## config.mk

```make
export PLATFORM = sky130hd
export DESIGN_NAME = cpu_sequencer
export DESIGN_NICKNAME = d
export VERILOG_FILES = /design/src/rtl/cpu_sequencer.sv
export SDC_FILE = /design/constraint.sdc
export NUM_CORES = 1
export LEC_CHECK = 0
export BUFFER_PORTS_ARGS = -buffer_cell sky130_fd_sc_hd__buf_2
export CORE_MARGIN = 4
export CORE_UTILIZATION = 43
export DETAILED_ROUTE_END_ITERATION = 12
export PLACE_DENSITY_LB_ADDON = 0.15
export RECOVER_POWER = 100
export REMOVE_ABC_BUFFERS = 1
export SYNTH_ARGS = -nofsm -noshare
export SYNTH_HDL_FRONTEND = slang
export SYNTH_SLANG_ARGS = --single-unit
```

## constraint.sdc

```tcl
create_clock -name clk -period 2.3 [get_ports clk]
set_clock_uncertainty 0.05 [all_clocks]
set_input_delay 0.46 -clock clk [delete_from_list [all_inputs] [get_ports clk]]
set_output_delay 0.46 -clock clk [all_outputs]
set_load 0.02 [all_outputs]
```

## src/rtl/cpu_sequencer.sv

```systemverilog
// T-state / M-cycle sequencer for an 8-bit CPU core: opcode fetch handshake,
// CB-prefix tracking and HALT/wake handling.
module cpu_sequencer (
    input  logic       clk,
    input  logic       rst,
    input  logic [7:0] op_next,
    input  logic       op_valid,
    input  logic [2:0] mcycles_req,
    input  logic       halt_req,
    input  logic       wake,
    output logic [1:0] t_state,
    output logic [2:0] m_cycle,
    output logic       m1t1,
    output logic [7:0] op,
    output logic       op_load,
    output logic       cb_prefix,
    output logic       instr_done,
    output logic       halted
);

    typedef enum logic [1:0] {
        ST_RUN  = 2'd0,
        ST_WAIT = 2'd1,
        ST_HALT = 2'd2
    } state_e;

    state_e     state_q, state_d;
    logic [1:0] t_q, t_d;
    logic [2:0] m_q, m_d;
    logic [7:0] op_q, op_d;
    logic       op_load_q, op_load_d;
    logic       cb_q, cb_d;
    logic [2:0] last_m_s;
    logic       done_s;

    // Index of the final M-cycle: a request of 0 means one cycle, anything above 6 means six.
    function automatic logic [2:0] last_mcycle(input logic [2:0] req);
        logic [2:0] r;
        if (req == 3'd0) begin
            r = 3'd0;
        end else if (req > 3'd6) begin
            r = 3'd5;
        end else begin
            r = req - 3'd1;
        end
        return r;
    endfunction

    // Instruction completion is decoded combinationally from the live M-cycle count.
    always_comb begin
        last_m_s = last_mcycle(mcycles_req);
        done_s   = (state_q == ST_RUN) && (t_q == 2'd3) && (m_q == last_m_s);
    end

    // Next-state logic for the sequencer FSM and its datapath registers.
    always_comb begin
        state_d   = state_q;
        t_d       = t_q;
        m_d       = m_q;
        op_d      = op_q;
        op_load_d = 1'b0;
        cb_d      = cb_q;
        case (state_q)
            ST_RUN: begin
                if ((t_q == 2'd1) && (m_q == 3'd0)) begin
                    if (op_valid) begin
                        op_d      = op_next;
                        op_load_d = 1'b1;
                        t_d       = 2'd2;
                    end else begin
                        state_d = ST_WAIT;
                    end
                end else if (t_q == 2'd3) begin
                    t_d = 2'd0;
                    if (done_s) begin
                        m_d = 3'd0;
                        // A CB opcode arms the prefix only when not already the second byte.
                        if (cb_q) begin
                            cb_d = 1'b0;
                        end else if (op_q == 8'hCB) begin
                            cb_d = 1'b1;
                        end else begin
                            cb_d = 1'b0;
                        end
                        if (halt_req && !wake) begin
                            state_d = ST_HALT;
                        end else begin
                            state_d = ST_RUN;
                        end
                    end else if (m_q >= 3'd5) begin
                        m_d = 3'd0;
                    end else begin
                        m_d = m_q + 3'd1;
                    end
                end else begin
                    t_d = t_q + 2'd1;
                end
            end
            ST_WAIT: begin
                if (op_valid) begin
                    op_d      = op_next;
                    op_load_d = 1'b1;
                    t_d       = 2'd2;
                    state_d   = ST_RUN;
                end else begin
                    state_d = ST_WAIT;
                end
            end
            ST_HALT: begin
                if (wake) begin
                    state_d = ST_RUN;
                    t_d     = 2'd0;
                    m_d     = 3'd0;
                end else begin
                    state_d = ST_HALT;
                end
            end
            default: begin
                state_d = ST_RUN;
                t_d     = 2'd0;
                m_d     = 3'd0;
            end
        endcase
    end

    // State and datapath registers with asynchronous active-low reset.
    always_ff @(posedge clk or negedge rst) begin
        if (!rst) begin
            state_q   <= ST_RUN;
            t_q       <= 2'd0;
            m_q       <= 3'd0;
            op_q      <= 8'h00;
            op_load_q <= 1'b0;
            cb_q      <= 1'b0;
        end else begin
            state_q   <= state_d;
            t_q       <= t_d;
            m_q       <= m_d;
            op_q      <= op_d;
            op_load_q <= op_load_d;
            cb_q      <= cb_d;
        end
    end

    assign t_state    = t_q;
    assign m_cycle    = m_q;
    assign op         = op_q;
    assign op_load    = op_load_q;
    assign cb_prefix  = cb_q;
    assign instr_done = done_s;
    assign halted     = (state_q == ST_HALT);
    assign m1t1       = (state_q == ST_RUN) && (t_q == 2'd0) && (m_q == 3'd0);

endmodule

```

==> reports/qor.csv <==
metric;value;unit
status;complete, but fails checks;
failing checks;setup timing;
Seq/Total Area, Yosys;42.9;%
drt wl/cell;13.1;um
CP bufs+invs;3;
Fill cells;219;
Startpoint Class;input pin;
GRT Residual Overflow;0;
final non-filler cell total;159;
post-route clock period utilization;100;%
RSZ-0062 raised after global routing;yes;
DIE AREA;3140;um2
Die Y;56.0;um
total CTS buffers;3;
fin. max-slew vios;0;
Max Clk Rate;434;MHz
Final Hold Vio Count;0;
synth-to-layout area growth;33.5;%
Syn. warnings;0;
Post-Syn Area;992;um2
Row Count;17;
Post-synth EDFFs;0;
crit path kind;input pin to primary output;
Final ANT Viol Nets;0;
leading cell type in the layout, fill and taps excluded;dfrtp_1;
static leakage;0.000633;uW
Most used DFF post-synth;dfrtp_1;
ys async rst share;100;%
Vias/cell;5.21;
Yosys cell types;29;
via count;828;
CP endpoint kind;primary output;
port buffer count;33;
Max Buffers Root-to-Sink;2;
worst-path fanout max;3;
Post-Syn Instances;90;
initial core utilization;44.9;%
Pwr per Cell Area;1160;nW/um2
CP delay by family, top;simple AND/OR/NAND/NOR gates;
maximum number of pins on one net before global-route repair;18;
clk slew on worst S/H paths;110;ps
drt pass-1 iters;4;
Hold Buf Count CTS;0;
R2R Setup Slk;90;ps
commonest cells after routing, fill and taps aside;dfrtp_1, clkbuf_1, buf_2, mux2_2, nand2_1;
routability cong.;0.685;
Synth Area per Inst;11.0;um2
HP Class;input pin to asynchronous set/reset pin;
worst path arrival time;1790;ps
nets;157;
Max-slew headroom;36.4;%
CP cell instances;buf_8, inv_6, ha_1, nor2b_1, o22ai_1, xnor2_1, nor4b_2, and2_1, buf_6;
Worst-Skew Late Latency;290;ps
Yosys reg bits;17;
total power;1530;uW
R2R cell count;8;
Post-Route WL;2090;um
Slowest-stage cell, CP;nor4b_2;
crit path time final;2300;ps
H-tree Lvls;1;
Die X;56.0;um
worst reg2reg path endpoint;cb_prefix;
ant diodes;0;
Worst-Margin Slew;954;ps
crit path from;mcycles_req[0];
initial antenna violation count;0;
Hold WS;228;ps
boundary pin count;34;
Root Buffer;clkbuf_4;
Core ar.;2210;um2
Slowest Stage Delay on Critical Path;260;ps
GRT Resource Usage Total;14.2;%
Crit Reg-Reg Startpoint;m_cycle[1];
final number of setup-violating endpoints;1;
DRC viols;0;
vias in the first global route;850;
Setup WS post-layout;-1.90;ps
peak supply drop;0.000605;V
initial DRC count;12;
WP data required;1790;ps
layout cells sized above 1;35.1;%
DP Cell Count;153;
clk sink count;17;
hpwl dp;1620;um
Max-cap violations;0;
first-pass GRT wire length;3590;um
CTS tree;built;
==> timing repair <==
action / in CTS / in global routing
gates cloned: 0 / 0
setup buffers: 1 / 1
setup endpoints to repair: 1 / 2
resized for setup: 20 / 3
pin swaps: 6 / 4
==> sequential cells by signal, indices dropped and copies added (netlist names) <==
name,count
state_q,2
cb_prefix,1
op,8
op_load,1
t_state,2
m_cycle,3
==> where the power goes <==
part           switching [uW]  leakage (uW)  internal (uW)
clock                    97.9     0.0000177           64.6
sequential                113      0.000213            428
combinational             473      0.000403            356
total                     683      0.000633            849
==> cell families after synthesis <==
family | after synthesis | share of synthesized area [%]
flip-flops | 17 | 42.9
adder cells (fa/ha/maj) | 9 | 11.3
XOR/XNOR | 3 | 2.65
multiplexers | 9 | 10.2
AND/OR/NAND/NOR | 33 | 21.3
AO/OA/AOI/OAI | 12 | 8.95
buffers and inverters | 7 | 2.65
==> Yosys cell counts, types with 2 or more instances <==
cell	number	area share, %
dfrtp_1	17	43
nand3_1	2	1.0
and2_1	2	1.3
nor3_1	4	2.0
mux2_2	9	10
o31ai_1	2	1.5
nor2_1	3	1.1
xnor2_1	3	2.6
ha_1	9	11
inv_1	7	2.6
o21ai_0	3	1.5
nor2b_1	4	2.5
nand2_1	8	3.0
nor4b_2	2	3.0
==> worst max-delay path by stage <==
stage | to | cells after the start
3_5_place_dp | instr_done | 9
4_1_cts | instr_done | 8
3_3_place_gp | instr_done | 9
5_1_grt | instr_done | 9
2_1_floorplan | instr_done | 7
6_report | instr_done | 9
==> routing by layer <==
layer | up-vias | GRT usage (%) | part of all wire [%] | wire length [um]
li1 | 405 | - | - | -
met1 | 406 | 16.2 | 42 | 867
met2 | 15 | 25.5 | 53 | 1110
met3 | 2 | 3.25 | 4.6 | 97
met4 | 0 | 5.08 | 0.67 | 14
met5 | - | 0 | 0 | 0
==> final cells by class <==
| type | instances | area [um2] | share of cell area [%] |
|---|---|---|---|
| Clock buffer | 3 | 22.5 | 1.70 |
| Clock inverter | 1 | 5.00 | 0.378 |
| Inverter | 7 | 36.3 | 2.74 |
| Tap cell | 28 | 35.0 | 2.64 |
| Sequential cell | 17 | 425 | 32.1 |
| Timing Repair Buffer | 37 | 201 | 15.2 |
| Multi-Input combinational cell | 66 | 599 | 45.2 |
==> stage by stage <==
| stage | util [%] | setup slack (ps) | setup TNS (ps) | instance area, um2 |
|---|---|---|---|---|
| 3_5_place_dp | 54.6 | -146 | -188 | 1210 |
| 5_1_grt | 59.9 | -92.6 | -135 | 1330 |
| 6_report | 59.9 | -1.90 | -1.90 | 1330 |
| 2_1_floorplan | - | -23.4 | -23.4 | 992 |
| 4_1_cts | 59.5 | -9.83 | -9.83 | 1320 |
| 3_3_place_gp | 54.6 | -84.7 | -84.7 | 1210 |
Note: power is estimated with default switching activity, not from simulation.
